## src/rtl/i2c_pkg.sv

```systemverilog
// Shared I2C definitions: FSM state encoding and the default slave address.
package i2c_pkg;

  localparam logic [6:0] I2C_DEFAULT_ADDR = 7'h50;

  typedef enum logic [2:0] {
    ST_IDLE,
    ST_ADDR,
    ST_ADDR_ACK,
    ST_WR_DATA,
    ST_WR_ACK,
    ST_RD_DATA,
    ST_RD_ACK,
    ST_WAIT_STOP
  } i2c_state_e;

endpackage

```

## src/rtl/i2c_bus_sync.sv

```systemverilog
// Two-flop synchronizers for SCL/SDA plus SCL edge and START/STOP detection.
module i2c_bus_sync (
  input  logic clk,
  input  logic rst,
  input  logic scl_raw,
  input  logic sda_raw,
  output logic scl_rise,
  output logic scl_fall,
  output logic sda,
  output logic start,
  output logic stop
);

  logic [1:0] scl_ff;
  logic [1:0] sda_ff;
  logic       scl_prev;
  logic       sda_prev;

  // Idle bus is high, so everything resets to 1 to avoid false edges.
  always_ff @(posedge clk or negedge rst) begin
    if (!rst) begin
      scl_ff   <= 2'b11;
      sda_ff   <= 2'b11;
      scl_prev <= 1'b1;
      sda_prev <= 1'b1;
    end else begin
      scl_ff   <= {scl_ff[0], scl_raw};
      sda_ff   <= {sda_ff[0], sda_raw};
      scl_prev <= scl_ff[1];
      sda_prev <= sda_ff[1];
    end
  end

  assign sda      = sda_ff[1];
  assign scl_rise = scl_ff[1] & ~scl_prev;
  assign scl_fall = ~scl_ff[1] & scl_prev;
  assign start    = scl_ff[1] & scl_prev & sda_prev & ~sda_ff[1];
  assign stop     = scl_ff[1] & scl_prev & ~sda_prev & sda_ff[1];

endmodule

```

## src/rtl/i2c_slave.sv

```systemverilog
// I2C slave with byte write path; read path compiled in with I2C_SLAVE_READ_EN.
// Handshake: rx_valid / tx_req are single-cycle pulses; tx_data is sampled in the cycle tx_req is raised.
module i2c_slave
  import i2c_pkg::*;
#(
  parameter logic [6:0] SLAVE_ADDR = I2C_DEFAULT_ADDR
) (
  input  logic       clk,
  input  logic       rst,
  input  logic       scl_s,
  input  logic       sda_in,
  output logic       sda_oe,
  output logic [7:0] rx_data,
  output logic       rx_valid,
  input  logic [7:0] tx_data,
  output logic       tx_req,
  output logic       busy,
  output i2c_state_e state_dbg
);

  logic scl_rise, scl_fall, sda_s, bus_start, bus_stop;

  i2c_bus_sync u_sync (
    .clk      (clk),
    .rst      (rst),
    .scl_raw  (scl_s),
    .sda_raw  (sda_in),
    .scl_rise (scl_rise),
    .scl_fall (scl_fall),
    .sda      (sda_s),
    .start    (bus_start),
    .stop     (bus_stop)
  );

  i2c_state_e state;
  logic [2:0] bit_cnt;
  logic [6:0] shift;
  logic       ack_phase;
  logic       addr_match;

`ifdef I2C_SLAVE_READ_EN
  localparam bit READ_EN = 1'b1;
  logic       rw;
  logic       m_nack;
  logic [7:0] tx_shift;
`else
  localparam bit READ_EN = 1'b0;
  logic unused_tx;
  assign unused_tx = ^tx_data;
  assign tx_req    = 1'b0;
`endif

  // shift holds the 7 address bits when the R/W bit arrives.
  assign addr_match = (shift == SLAVE_ADDR) && (READ_EN || !sda_s);
  assign state_dbg  = state;

  always_ff @(posedge clk or negedge rst) begin
    if (!rst) begin
      state     <= ST_IDLE;
      bit_cnt   <= '0;
      shift     <= '0;
      ack_phase <= 1'b0;
      sda_oe    <= 1'b0;
      rx_data   <= '0;
      rx_valid  <= 1'b0;
      busy      <= 1'b0;
`ifdef I2C_SLAVE_READ_EN
      rw        <= 1'b0;
      m_nack    <= 1'b0;
      tx_shift  <= '0;
      tx_req    <= 1'b0;
`endif
    end else begin
      rx_valid <= 1'b0;
`ifdef I2C_SLAVE_READ_EN
      tx_req   <= 1'b0;
`endif
      if (bus_stop) begin
        state  <= ST_IDLE;
        sda_oe <= 1'b0;
        busy   <= 1'b0;
      end else if (bus_start) begin
        state     <= ST_ADDR;
        bit_cnt   <= '0;
        ack_phase <= 1'b0;
        sda_oe    <= 1'b0;
        busy      <= 1'b0;
      end else begin
        case (state)
          ST_ADDR: if (scl_rise) begin
            shift   <= {shift[5:0], sda_s};
            bit_cnt <= bit_cnt + 3'd1;
            if (bit_cnt == 3'd7) begin
              if (addr_match) begin
                state     <= ST_ADDR_ACK;
                busy      <= 1'b1;
                ack_phase <= 1'b0;
`ifdef I2C_SLAVE_READ_EN
                rw        <= sda_s;
`endif
              end else begin
                state <= ST_WAIT_STOP;
              end
            end
          end
          // First fall drives ACK, second fall ends the ACK bit.
          ST_ADDR_ACK: if (scl_fall) begin
            if (!ack_phase) begin
              sda_oe    <= 1'b1;
              ack_phase <= 1'b1;
            end else begin
              ack_phase <= 1'b0;
              bit_cnt   <= '0;
`ifdef I2C_SLAVE_READ_EN
              if (rw) begin
                state    <= ST_RD_DATA;
                tx_req   <= 1'b1;
                tx_shift <= tx_data;
                sda_oe   <= ~tx_data[7];
              end else begin
                state  <= ST_WR_DATA;
                sda_oe <= 1'b0;
              end
`else
              state  <= ST_WR_DATA;
              sda_oe <= 1'b0;
`endif
            end
          end
          ST_WR_DATA: if (scl_rise) begin
            shift   <= {shift[5:0], sda_s};
            bit_cnt <= bit_cnt + 3'd1;
            if (bit_cnt == 3'd7) begin
              rx_data   <= {shift, sda_s};
              rx_valid  <= 1'b1;
              state     <= ST_WR_ACK;
              ack_phase <= 1'b0;
            end
          end
          ST_WR_ACK: if (scl_fall) begin
            if (!ack_phase) begin
              sda_oe    <= 1'b1;
              ack_phase <= 1'b1;
            end else begin
              sda_oe    <= 1'b0;
              ack_phase <= 1'b0;
              bit_cnt   <= '0;
              state     <= ST_WR_DATA;
            end
          end
`ifdef I2C_SLAVE_READ_EN
          ST_RD_DATA: if (scl_fall) begin
            bit_cnt <= bit_cnt + 3'd1;
            if (bit_cnt == 3'd7) begin
              sda_oe <= 1'b0;
              state  <= ST_RD_ACK;
            end else begin
              sda_oe   <= ~tx_shift[6];
              tx_shift <= {tx_shift[6:0], 1'b0};
            end
          end
          ST_RD_ACK: begin
            if (scl_rise) begin
              m_nack <= sda_s;
            end else if (scl_fall) begin
              bit_cnt <= '0;
              if (m_nack) begin
                state <= ST_WAIT_STOP;
                busy  <= 1'b0;
              end else begin
                state    <= ST_RD_DATA;
                tx_req   <= 1'b1;
                tx_shift <= tx_data;
                sda_oe   <= ~tx_data[7];
              end
            end
          end
`endif
          ST_IDLE, ST_WAIT_STOP: ;
          default: begin
            state  <= ST_IDLE;
            sda_oe <= 1'b0;
            busy   <= 1'b0;
          end
        endcase
      end
    end
  end

endmodule

```

## config.mk

```make
export PLATFORM = sky130hd
export DESIGN_NAME = i2c_slave
export DESIGN_NICKNAME = d
export VERILOG_FILES = /design/src/rtl/i2c_pkg.sv /design/src/rtl/i2c_bus_sync.sv /design/src/rtl/i2c_slave.sv
export SDC_FILE = /design/constraint.sdc
export NUM_CORES = 1
export LEC_CHECK = 0
export CAP_MARGIN = 40
export CORE_AREA = 2 2 81 83
export CTS_CLUSTER_SIZE = 10
export DETAILED_ROUTE_END_ITERATION = 10
export DIE_AREA = 0 0 83 85
export PLACE_DENSITY = 0.43
export SYNTH_ARGS = -nofsm -noshare
export SYNTH_HDL_FRONTEND = slang
export SYNTH_SLANG_ARGS = --single-unit
```

## constraint.sdc

```tcl
create_clock -name clk -period 2.2 [get_ports clk]
set_clock_uncertainty 0.2 [all_clocks]
set_input_delay 0.33 -clock clk [delete_from_list [all_inputs] [get_ports clk]]
set_output_delay 0.33 -clock clk [all_outputs]
set_load 0.01 [all_outputs]
```

# Word level (Yosys, flattened, before mapping)
# Cells that the tools add are included.
# W data, S select, Z words.
dict set report classes {
  addsub 1
  eq_ne 25
  muxes 38
  n_bitwise 13
  n_reduce_logical 17
}
# cell count
set op_table {}
lappend op_table {{$mux W3} 13}
lappend op_table {{$mux W1} 20}
lappend op_table {{$ne A4 B4 Y1 const B} 5}
lappend op_table {{$ne A3 B3 Y1 const B} 6}
lappend op_table {{$ne A3 B1 Y1 const B} 5}
lappend op_table {{$pmux W3 S4} 1}
lappend op_table {{$reduce_and A5 Y1} 2}
lappend op_table {{$eq A3 B3 Y1 const B} 3}
lappend op_table {{$ne A4 B1 Y1 const B} 2}
lappend op_table {{$reduce_and A4 Y1} 2}
lappend op_table {{$reduce_and A8 Y1} 1}
lappend op_table {{$and A1 B1 Y1} 7}
lappend op_table {{$eq A7 B7 Y1 const B} 1}
lappend op_table {{$reduce_and A7 Y1} 1}
lappend op_table {{$eq A3 B2 Y1 const B} 2}
lappend op_table {{$not A1 Y1} 6}
lappend op_table {{$pmux W3 S2} 1}
lappend op_table {{$reduce_or A2 Y1} 3}
lappend op_table {{$reduce_or A5 Y1} 1}
lappend op_table {{$pmux W1 S2} 2}
lappend op_table {{$reduce_bool A4 Y1} 1}
lappend op_table {{$reduce_or A4 Y1} 1}
lappend op_table {{$add A3 B1 Y3 const B} 1}
lappend op_table {{$eq A3 B1 Y1 const B} 1}
lappend op_table {{6 further kinds} 6}
dict set report totals {
  regBits 31
  inputBits 12
  output_inout_bits 15
  wordCells 106
}

# Depth between registers and ports, before layout
# Gate-level depths: netlist of run 1.
dict set report logic_depth {
  depth_word 8
  ltp_mapped 7
  ltp_nobuf 6
}

# By module
# From an unflattened synthesis of run 1, not the netlist that was laid out.
dict set report hier_totals {
  hier_cells 137
  area_unflattened_um2 1507.7
}
# module n_inst cells_each area_each_um2
set modules_own_cells {}
lappend modules_own_cells {i2c_slave 1 127 1317.5}
lappend modules_own_cells {i2c_bus_sync 1 10 190.2}

# Worst setup path after synthesis of run 1
# No wires, ideal clock.
dict set report synth_timing {
  path_kind {reg2reg}
  start {register bit_cnt[0]}
  end {register rx_data[0]}
  setup_time_ns 0.125
  t_arrival_ns 1.469
  t_required_ns 1.875
  slack_ns 0.406
  path_stages_with_launch 8
  n_path_buf 1
  period_less_slack_ns 1.794
  path_cell_list {dfrtp_1 > ha_1 > ha_1 > nand3b_1 > nor2_1 > and2_1 > buf_6 > mux2_4}
}
dict set report synth_via {
  elab_chain_len 2
}
# item line
set synth_rtl {}
lappend synth_rtl {{from (decl)} i2c_slave.sv:36} ;# logic [2:0] bit_cnt;
lappend synth_rtl {{from (signal assigned)} i2c_slave.sv:92} ;# bit_cnt <= bit_cnt + 3'd1;
lappend synth_rtl {{from (signal assigned)} i2c_slave.sv:132} ;# bit_cnt <= bit_cnt + 3'd1;
lappend synth_rtl {{$eq A3 B3 Y1} i2c_slave.sv:133} ;# if (bit_cnt == 3'd7) begin
lappend synth_rtl {{$reduce_and A5 Y1 (no line)} --}
lappend synth_rtl {{to (signal assigned)} i2c_slave.sv:134} ;# rx_data <= {shift, sda_s};
lappend synth_rtl {{to (decl)} i2c_slave.sv:13} ;# output logic [7:0] rx_data,
# Every way passes these cells.
# A chain may end at the register's enable or synchronous reset.

# Worst setup path in the final report of run 1
dict set report layout_timing {
  start {register state[1], in the netlist state_dbg[1]}
  end {output port state_dbg[1]}
}
# item line
set layout_lines {}
lappend layout_lines {{from (decl)} i2c_slave.sv:35} ;# i2c_state_e state;
lappend layout_lines {{from (signal assigned)} i2c_slave.sv:59} ;# state <= ST_IDLE;
lappend layout_lines {{from (signal assigned)} i2c_slave.sv:79} ;# state <= ST_IDLE;
lappend layout_lines {{from (signal assigned)} i2c_slave.sv:83} ;# state <= ST_ADDR;
lappend layout_lines {{to (decl)} i2c_slave.sv:18} ;# output i2c_state_e state_dbg
# No word-level cell between the ends.

==> impl_metrics.py, run 1 <==
metrics = {
    "power": {
        "combPwrFrac_pct": 17.7,
        "p_per_area_nw_per_um2": 839,
        "switchingPower_uw": 449,
        "ir_drop_uv": 486,
        "p_leak_uw": 0.000779,
        "p_int_uw": 1110,
        "pwr-share-clk_pct": 32.1,
        "p_sw_share_pct": 28.7,
        "p_seq_share_pct": 50.3,
    },
    "logic_synthesis": {
        "synth.distinct_cells": 44,
        "synth_edf_count": 0,
        "syn_inst": 125,
        "syn-num-nets": 139,
        "synthesis.area_um2": 1480,
        "ys_ff_latch": 31,
        "synthFlopType": "dfrtp_1",
        "ys_async_sr_fraction_pct": 100,
        "yosysWarningCount": 0,
        "syn_area_per_cell_um2": 11.9,
        "yosysSeqAreaShare_pct": 52.8,
    },
    "grt": {
        "grt_max_degree": 32,
        "first_global_vias": 1084,
        "overflow": 0,
        "grt_usage_pct": 9.44,
        "antenna_found_initial": 0,
        "grt_pass1_wl_mm": 5.32,
    },
    "placed_design": {
        "place_ws_ns": 0.249,
        "gp_congestion": 0.744,
        "io_buffers": 17,
        "dp_cells": 218,
        "hpwlAfterDp_mm": 2.09,
    },
    "run_status": {
        "status": "completed",
    },
    "cts": {
        "clock_sinks": 31,
        "post_cts_buffers": 0,
        "cts_max_path_buffers": 2,
        "cts_inserted_buffers": 5,
        "postCtsHoldBufs": 0,
        "cts_resized": 0,
        "path_clk_slew_ns": 0.07,
        "cts_tree": "built",
        "clk_root_buffer_cell": "clkbuf_8",
        "htreeDepth": 2,
        "insertion_delay_ns": 0.28,
    },
    "worst_setup_path": {
        "cp_max_fo": 16,
        "critical_path_class": "reg -> out",
        "reg2regPathDepth": 7,
        "cp-start-kind": "flip-flop",
        "crit_required_ns": 1.67,
        "cp.buffers_inverters": 1,
        "crit_cells": 1,
        "crit_path_top_delay_cell": "dfrtp_1",
        "worstPathCellList": "clkdlybuf4s50_1",
        "critical_path.top_delay_family": "flip-flops",
        "max_stage_delay_ns": 0.66,
        "end_kind": "output pin",
        "worstPathArrival_ns": 1.58,
    },
    "sta": {
        "setup_viol": 0,
        "fin_crit_ns": 2.11,
        "setup_ws_ns": 0.0938,
        "tns_ns": 0,
        "maxSlewViolCount": 0,
        "rsz0062_at_grt": "no",
        "fmax_mhz": 475,
        "worst_slew_pin_slew_ns": 0.503,
        "final-hold-violation-count": 0,
        "min_period_over_period_pct": 95.7,
        "slew-limit-headroom_pct": 66.5,
    },
    "route": {
        "routed_wl_mm": 3.03,
        "avgViaCountPerCell": 4.65,
        "drc": 0,
        "first_pass_iters": 4,
        "drt_iter0_drc": 19,
        "wl_per_cell_um": 13.4,
        "vias": 1052,
        "drtAntennaViolNets": 0,
    },
    "floorplanning": {
        "coreArea_um2": 6200,
        "ios": 27,
        "die_area_um2": 7060,
        "die_w_um": 83,
        "fp.dieH_um": 85,
        "start_util_pct": 23.9,
        "rows": 29,
    },
    "min_path": {
        "hold_depth": 0,
        "min_path_type": "reg -> reg",
    },
    "layout": {
        "final_cell_mix": "25 x dfrtp_1, 17 x clkdlybuf4s50_1, 10 x nand2_1",
        "final_common_cell": "dfrtp_1",
        "area_growth_pct": 25.6,
        "drive_above_1_share_pct": 25.5,
        "diodes": 0,
        "stdcell_count": 226,
        "fillCellCount": 629,
        "fin_nets": 162,
    },
    "job": {
        "maxCapViolations": 0,
    },
}
-- final timing paths --
kind	from	slack, ns	endpoint
max	state_dbg[1]$_DFFE_PN0P_	0.09	state_dbg[1]
min	u_sync.scl_ff[0]$_DFF_PN1_	0.16	u_sync.scl_ff[1]$_DFF_PN1_
max reg2reg	bit_cnt[0]$_DFFE_PN0P_	0.24	rx_data[4]$_DFFE_PN0P_
min reg2reg	u_sync.scl_ff[0]$_DFF_PN1_	0.16	u_sync.scl_ff[1]$_DFF_PN1_
max in group asynchronous	rst	1.24	u_sync.scl_prev$_DFF_PN1_
min in group asynchronous	rst	0.23	shift[3]$_DFFE_PN0P_
-- power by group through the flow --
stage | sequential [µW] | combinational (µW) | clock, µW
after global routing | 807 | 323 | 538
after floorplan | 757 | 214 | 0
final | 786 | 276 | 502
after global placement | 792 | 269 | 0
after detailed placement | 798 | 279 | 0
after CTS | 788 | 280 | 513
-- synthesized netlist by cell type (all sizes together) (2+ instances only) --
| library cell | number | area [µm²] |
|---|---|---|
| dfrtp | 25 | 626 |
| mux2 | 15 | 199 |
| nand2 | 10 | 37.5 |
| o21ai | 8 | 43.8 |
| nor2 | 7 | 26.3 |
| dfstp | 6 | 158 |
| a21oi | 5 | 25.0 |
| nand3 | 5 | 25.0 |
| buf | 4 | 28.8 |
| inv | 3 | 11.3 |
| nand2b | 3 | 18.8 |
| nor2b | 3 | 18.8 |
| a311oi | 2 | 17.5 |
| a31oi | 2 | 12.5 |
| ha | 2 | 25.0 |
| mux2i | 2 | 20.0 |
| or2 | 2 | 12.5 |
-- area by class of cell --
type	count	area [µm²]	area share (%)
timing repair buffer	21	213	11.4
tap	77	96.3	5.17
sequential	31	783	42.0
multi-input combinational	86	657	35.2
clock buffer	7	96.3	5.17
inverter	3	11.3	0.604
clock inverter	1	7.51	0.403
-- logic make-up after synthesis --
logic type / Yosys count / synth area share (%)
and+or+nand+nor: 39 / 14.9
xor gates and xnor gates: 2 / 1.18
DFF: 31 / 52.8
muxes: 17 / 14.8
other: 1 / 0.253
AOI/OAI and AO/OA: 25 / 11.5
adders and majority gates: 2 / 1.69
buffers and inverters: 8 / 2.95
-- metal layers --
| layer | up-vias | GRT usage, % | share of wire, % |
|---|---|---|---|
| met5 | - | 0 | 0 |
| met4 | 0 | 4.77 | 1.7 |
| met3 | 5 | 2.92 | 4.4 |
| met2 | 25 | 15.0 | 49 |
| met1 | 525 | 11.7 | 45 |
| li1 | 497 | - | - |
-- flip-flops by register name, indices dropped and copies added (netlist names), 2 cells and up --
register and count:
bit_cnt 3, u_sync.sda_ff 2, shift 7, state_dbg 3
rx_data 8, u_sync.scl_ff 2
-- per-stage QoR --
stage                     power, µW  hold slack, ns  instance area (µm²)  util, %
after global routing           1670           0.159                 1860     30.0
after detailed placement       1080           0.147                 1760     28.4
after global placement         1060           0.147                 1760     28.4
after CTS                      1580           0.157                 1860     30.0
after floorplan                 971          -0.166                 1480        -
final                          1560           0.156                 1860     30.0
Power figures use the tool's default switching activity.
==> inputs of run 2 (changes only) <==
--- a/config.mk
+++ b/config.mk
@@ -10,7 +10,7 @@
 export CTS_CLUSTER_SIZE = 10
 export DETAILED_ROUTE_END_ITERATION = 10
 export DIE_AREA = 0 0 83 85
-export PLACE_DENSITY = 0.43
+export PLACE_DENSITY = 0.5
 export SYNTH_ARGS = -nofsm -noshare
 export SYNTH_HDL_FRONTEND = slang
 export SYNTH_SLANG_ARGS = --single-unit
==> impl_metrics.py, run 2 (synthesis gave the netlist of run 1 again) <==
metrics = {
    "grt": {
        "antenna_found_initial": 0,
        "first_global_vias": 1133,
        "overflow": 0,
        "grt_pass1_wl_mm": 5.24,
        "grt_max_degree": 32,
        "grt_usage_pct": 9.10,
    },
    "worst_setup_path": {
        "cp-start-kind": "flip-flop",
        "cp_common_cell": "ha_1",
        "crit_path_top_delay_cell": "dfrtp_1",
        "cp_max_fo": 7,
        "cp.buffers_inverters": 1,
        "max_stage_delay_ns": 0.38,
        "end_kind": "flip-flop",
        "critical_path.top_delay_family": "simple AND/OR/NAND/NOR gates",
        "worstPathArrival_ns": 1.97,
        "worstPathCellList": "ha_1 -> ha_1 -> nand3b_1 -> nor2_1 -> and2_1 -> buf_12 -> mux2_4",
        "crit_required_ns": 2.16,
        "critical_path_class": "reg -> reg",
    },
    "layout": {
        "diodes": 0,
        "fillCellCount": 608,
        "area_growth_pct": 26.6,
        "top_register": "rx_data",
        "fin_nets": 164,
        "design_area_um2": 1880,
        "drive_above_1_share_pct": 26.5,
        "top_regs": "rx_data x8, shift x7",
        "final_common_cell": "dfrtp_1",
        "largest_reg_flops": 8,
        "final_cell_mix": "25 x dfrtp_1, 17 x clkdlybuf4s50_1, 10 x nand2_1",
    },
    "route": {
        "drt_iter0_drc": 50,
        "drc": 0,
        "wl_per_cell_um": 13.3,
        "first_pass_iters": 4,
        "avgViaCountPerCell": 4.65,
        "routed_wl_mm": 3.03,
        "drtAntennaViolNets": 0,
        "vias": 1060,
    },
    "sta": {
        "fmax_mhz": 499,
        "rsz0062_at_grt": "no",
        "fin_crit_ns": 2.01,
        "tns_ns": 0,
        "final-hold-violation-count": 0,
        "min_period_over_period_pct": 91.2,
        "setup_viol": 0,
        "maxSlewViolCount": 0,
        "setup_ws_ns": 0.195,
        "fin_hold_ws_ns": 0.155,
    },
    "cts": {
        "cts_resized": 0,
        "cts_tree": "built",
        "cts_inserted_buffers": 5,
        "post_cts_buffers": 0,
        "insertion_delay_ns": 0.28,
        "path_clk_slew_ns": 0.07,
        "postCtsHoldBufs": 0,
        "cts_max_path_buffers": 2,
        "clock_sinks": 31,
        "clk_root_buffer_cell": "clkbuf_8",
        "htreeDepth": 2,
    },
    "floorplanning": {
        "die_area_um2": 7060,
        "rows": 29,
        "fp.dieH_um": 85,
        "coreArea_um2": 6200,
        "ios": 27,
        "die_w_um": 83,
        "start_util_pct": 23.9,
    },
    "placed_design": {
        "io_buffers": 17,
        "hpwlAfterDp_mm": 2.15,
        "gp_congestion": 0.734,
        "dpl_cell_area_um2": 1780,
        "place_ws_ns": 0.210,
    },
    "power": {
        "switchingPower_uw": 447,
        "combPwrFrac_pct": 18.8,
        "pwr-share-clk_pct": 31.5,
        "p_leak_uw": 0.000790,
        "ir_drop_uv": 399,
        "p_sw_share_pct": 28.6,
        "p_int_uw": 1120,
        "p_seq_share_pct": 49.7,
        "p_per_area_nw_per_um2": 833,
    },
    "min_path": {
        "min_path_type": "reg -> reg",
    },
    "job": {
        "maxCapViolations": 0,
    },
    "run_status": {
        "status": "completed",
    },
}
run 2: per-stage QoR:
stage / instances / utilization, % / total power, µW
2_1_floorplan: 125 / - / 971
3_3_place_gp: 220 / 28.6 / 1060
3_5_place_dp: 220 / 28.6 / 1080
4_1_cts: 228 / 30.3 / 1590
5_1_grt: 228 / 30.3 / 1660
6_report: 228 / 30.3 / 1570
run 2: worst reg2reg max path, cell delays in order (launching register included):
cell and delay, ns:
dfrtp_1 0.38, ha_1 0.16, ha_1 0.19, nand3b_1 0.11, nor2_1 0.13, and2_1 0.26, buf_12 0.16, mux2_4 0.30
run 2: area by class of cell:
cell class,instances,area (µm²),area share (%)
timing repair buffer,23,228,12.1
clock inverter,1,7.51,0.399
multi-input combinational,86,657,35.0
sequential,31,783,41.7
clock buffer,7,96.3,5.13
inverter,3,11.3,0.599
tap,77,96.3,5.13
run 2: layer usage:
layer  up-vias  track usage, %  share of wire [%]
met5         -               0                  0
met4         0            3.73                1.9
met3         8            2.82                5.7
met2        33            15.5                 51
met1       524            10.7                 42
li1        495               -                  -
run 2: worst paths after layout:
| check | startpoint | end | slack, ns | cells past startpoint |
|---|---|---|---|---|
| max | bit_cnt[0]$_DFFE_PN0P_ | rx_data[2]$_DFFE_PN0P_ | 0.19 | 7 |
| min | u_sync.scl_ff[0]$_DFF_PN1_ | u_sync.scl_ff[1]$_DFF_PN1_ | 0.16 | 0 |
| max reg2reg | bit_cnt[0]$_DFFE_PN0P_ | rx_data[2]$_DFFE_PN0P_ | 0.19 | 7 |
| min reg2reg | u_sync.scl_ff[0]$_DFF_PN1_ | u_sync.scl_ff[1]$_DFF_PN1_ | 0.16 | 0 |
| max in group asynchronous | rst | u_sync.sda_ff[0]$_DFF_PN1_ | 1.23 | 2 |
| min in group asynchronous | rst | rx_data[3]$_DFFE_PN0P_ | 0.25 | 2 |
run 2: power by group through the flow:
| stage | Sequential (µW) | Clock, µW | Combinational, µW |
|---|---|---|---|
| floorplan | 757 | 0 | 214 |
| global placement | 782 | 0 | 280 |
| detailed placement | 788 | 0 | 295 |
| CTS | 780 | 508 | 298 |
| global route | 797 | 534 | 330 |
| finish | 778 | 493 | 294 |
==> inputs of run 3 (changes only) <==
--- a/config.mk
+++ b/config.mk
@@ -10,7 +10,7 @@
 export CTS_CLUSTER_SIZE = 10
 export DETAILED_ROUTE_END_ITERATION = 10
 export DIE_AREA = 0 0 83 85
-export PLACE_DENSITY = 0.5
+export PLACE_DENSITY = 0.52
 export SYNTH_ARGS = -nofsm -noshare
 export SYNTH_HDL_FRONTEND = slang
 export SYNTH_SLANG_ARGS = --single-unit
==> constraint.sdc (replaced) <==
create_clock -name clk -period 2.4 [get_ports clk]
set_clock_uncertainty 0.2 [all_clocks]
set_input_delay 0.36 -clock clk [delete_from_list [all_inputs] [get_ports clk]]
set_output_delay 0.36 -clock clk [all_outputs]
set_load 0.01 [all_outputs]
==> impl_metrics.py, run 3 (synthesis gave the netlist of run 1 again) <==
metrics = {
    "run_status": {
        "status": "completed",
    },
    "worst_setup_path": {
        "cp-start-kind": "flip-flop",
        "cp.buffers_inverters": 1,
        "max_stage_delay_ns": 0.64,
        "crit_required_ns": 1.84,
        "r2r_slack_ns": 0.40,
        "r2r-end": "rx_data[2]$_DFFE_PN0P_",
        "cp_max_fo": 16,
        "critical_path_class": "reg -> out",
        "worstPathCellList": "clkdlybuf4s50_1",
        "critical_path.top_delay_family": "flip-flops",
        "end_kind": "output pin",
        "r2r_start": "bit_cnt[0]$_DFFE_PN0P_",
        "crit_path_top_delay_cell": "dfrtp_1",
        "worstPathArrival_ns": 1.54,
        "reg2regPathDepth": 7,
    },
    "layout": {
        "final_cell_mix": "25 x dfrtp_1, 17 x clkdlybuf4s50_1, 10 x nand2_1",
        "fin_nets": 162,
        "largest_reg_flops": 8,
        "final_common_cell": "dfrtp_1",
        "stdcell_count": 226,
        "diodes": 0,
        "top_regs": "rx_data x8, shift x7",
        "area_growth_pct": 23.3,
        "multi_input_area_um2": 657,
        "drive_above_1_share_pct": 24.2,
        "fillCellCount": 623,
        "regArea_um2": 783,
        "top_register": "rx_data",
    },
    "floorplanning": {
        "start_util_pct": 23.9,
        "fp.dieH_um": 85,
        "rows": 29,
        "die_area_um2": 7060,
        "ios": 27,
        "coreArea_um2": 6200,
        "die_w_um": 83,
    },
    "cts": {
        "insertion_delay_ns": 0.28,
        "postCtsHoldBufs": 0,
        "post_cts_buffers": 0,
        "cts_inserted_buffers": 5,
        "cts_resized": 0,
        "clk_root_buffer_cell": "clkbuf_8",
        "cts_max_path_buffers": 2,
        "clock_sinks": 31,
        "cts_tree": "built",
        "path_clk_slew_ns": 0.06,
        "htreeDepth": 2,
    },
    "route": {
        "wl_per_cell_um": 12.8,
        "routed.top_layer": "met4",
        "drt_iter0_drc": 72,
        "first_pass_iters": 4,
        "drtAntennaViolNets": 0,
        "routed_wl_mm": 2.89,
        "wl_met2_mm": 1.45,
        "drc": 0,
        "avgViaCountPerCell": 4.47,
        "m1WireLength_mm": 1.32,
        "vias": 1010,
        "met3_length_um": 84,
    },
    "placed_design": {
        "hpwlAfterDp_mm": 1.97,
        "gp_congestion": 0.758,
        "io_buffers": 17,
        "dp_cells": 218,
    },
    "min_path": {
        "hold_depth": 0,
        "min_to": "u_sync.sda_ff[1]$_DFF_PN1_",
        "min-delay-start": "u_sync.sda_ff[0]$_DFF_PN1_",
        "min_path_type": "reg -> reg",
    },
    "power": {
        "switchingPower_uw": 392,
        "p_int_uw": 964,
        "combPwrFrac_pct": 18.9,
        "p_leak_uw": 0.000768,
        "pwr-share-clk_pct": 28.6,
        "p_sw_share_pct": 28.9,
        "p_per_area_nw_per_um2": 741,
        "ir_drop_uv": 336,
        "p_seq_share_pct": 52.5,
    },
    "sta": {
        "min_period_over_period_pct": 87.6,
        "tns_ns": 0,
        "fin_crit_ns": 2.10,
        "final-hold-violation-count": 0,
        "rsz0062_at_grt": "no",
        "maxSlewViolCount": 0,
        "setup_viol": 0,
        "fmax_mhz": 476,
    },
    "job": {
        "maxCapViolations": 0,
    },
    "grt": {
        "antenna_found_initial": 0,
        "grt_usage_pct": 8.89,
        "first_global_vias": 1046,
        "grt_pass1_wl_mm": 4.98,
        "grt_max_degree": 32,
        "overflow": 0,
    },
}
==> run 3: stage by stage <==
stage | area (µm²) | power (µW) | setup slack [ns] | hold slack, ns | util (%)
floorplan | 1480 | 890 | 0.606 | -0.136 | -
global placement | 1750 | 974 | 0.423 | 0.146 | 28.2
detailed placement | 1750 | 981 | 0.406 | 0.149 | 28.2
CTS | 1830 | 1380 | 0.272 | 0.159 | 29.5
global route | 1830 | 1450 | 0.219 | 0.164 | 29.5
finish | 1830 | 1360 | 0.297 | 0.158 | 29.5
==> run 3: worst max-delay path by stage <==
stage / from / endpoint / slack [ns] / depth (start not counted)
global route: bit_cnt[0]$_DFFE_PN0P_ / rx_data[3]$_DFFE_PN0P_ / 0.22 / 7
detailed placement: bit_cnt[0]$_DFFE_PN0P_ / rx_data[6]$_DFFE_PN0P_ / 0.41 / 7
finish: state_dbg[1]$_DFFE_PN0P_ / state_dbg[1] / 0.30 / 1
floorplan: bit_cnt[0]$_DFFE_PN0P_ / rx_data[0]$_DFFE_PN0P_ / 0.61 / 7
CTS: state_dbg[1]$_DFFE_PN0P_ / state_dbg[1] / 0.27 / 1
global placement: bit_cnt[0]$_DFFE_PN0P_ / rx_data[4]$_DFFE_PN0P_ / 0.42 / 7
==> run 3: routing by layer <==
layer,vias to the layer above,track usage [%]
li1,489,-
met1,504,10.6
met2,13,14.9
met3,4,3.21
met4,0,3.13
met5,-,0
==> run 3: layout make-up <==
cell class	count	area share (%)
clock buffer	7	4.17
inverter	3	0.616
sequential	31	42.8
tap	77	5.27
clock inverter	1	0.274
timing repair buffer	21	10.9
multi-input combinational	86	35.9
==> run 3: power by group through the flow <==
stage	clock network [µW]	logic [µW]	registers, µW
3_3_place_gp	0	252	722
4_1_cts	408	261	714
2_1_floorplan	0	196	694
6_report	388	256	712
3_5_place_dp	0	259	722
5_1_grt	431	289	730
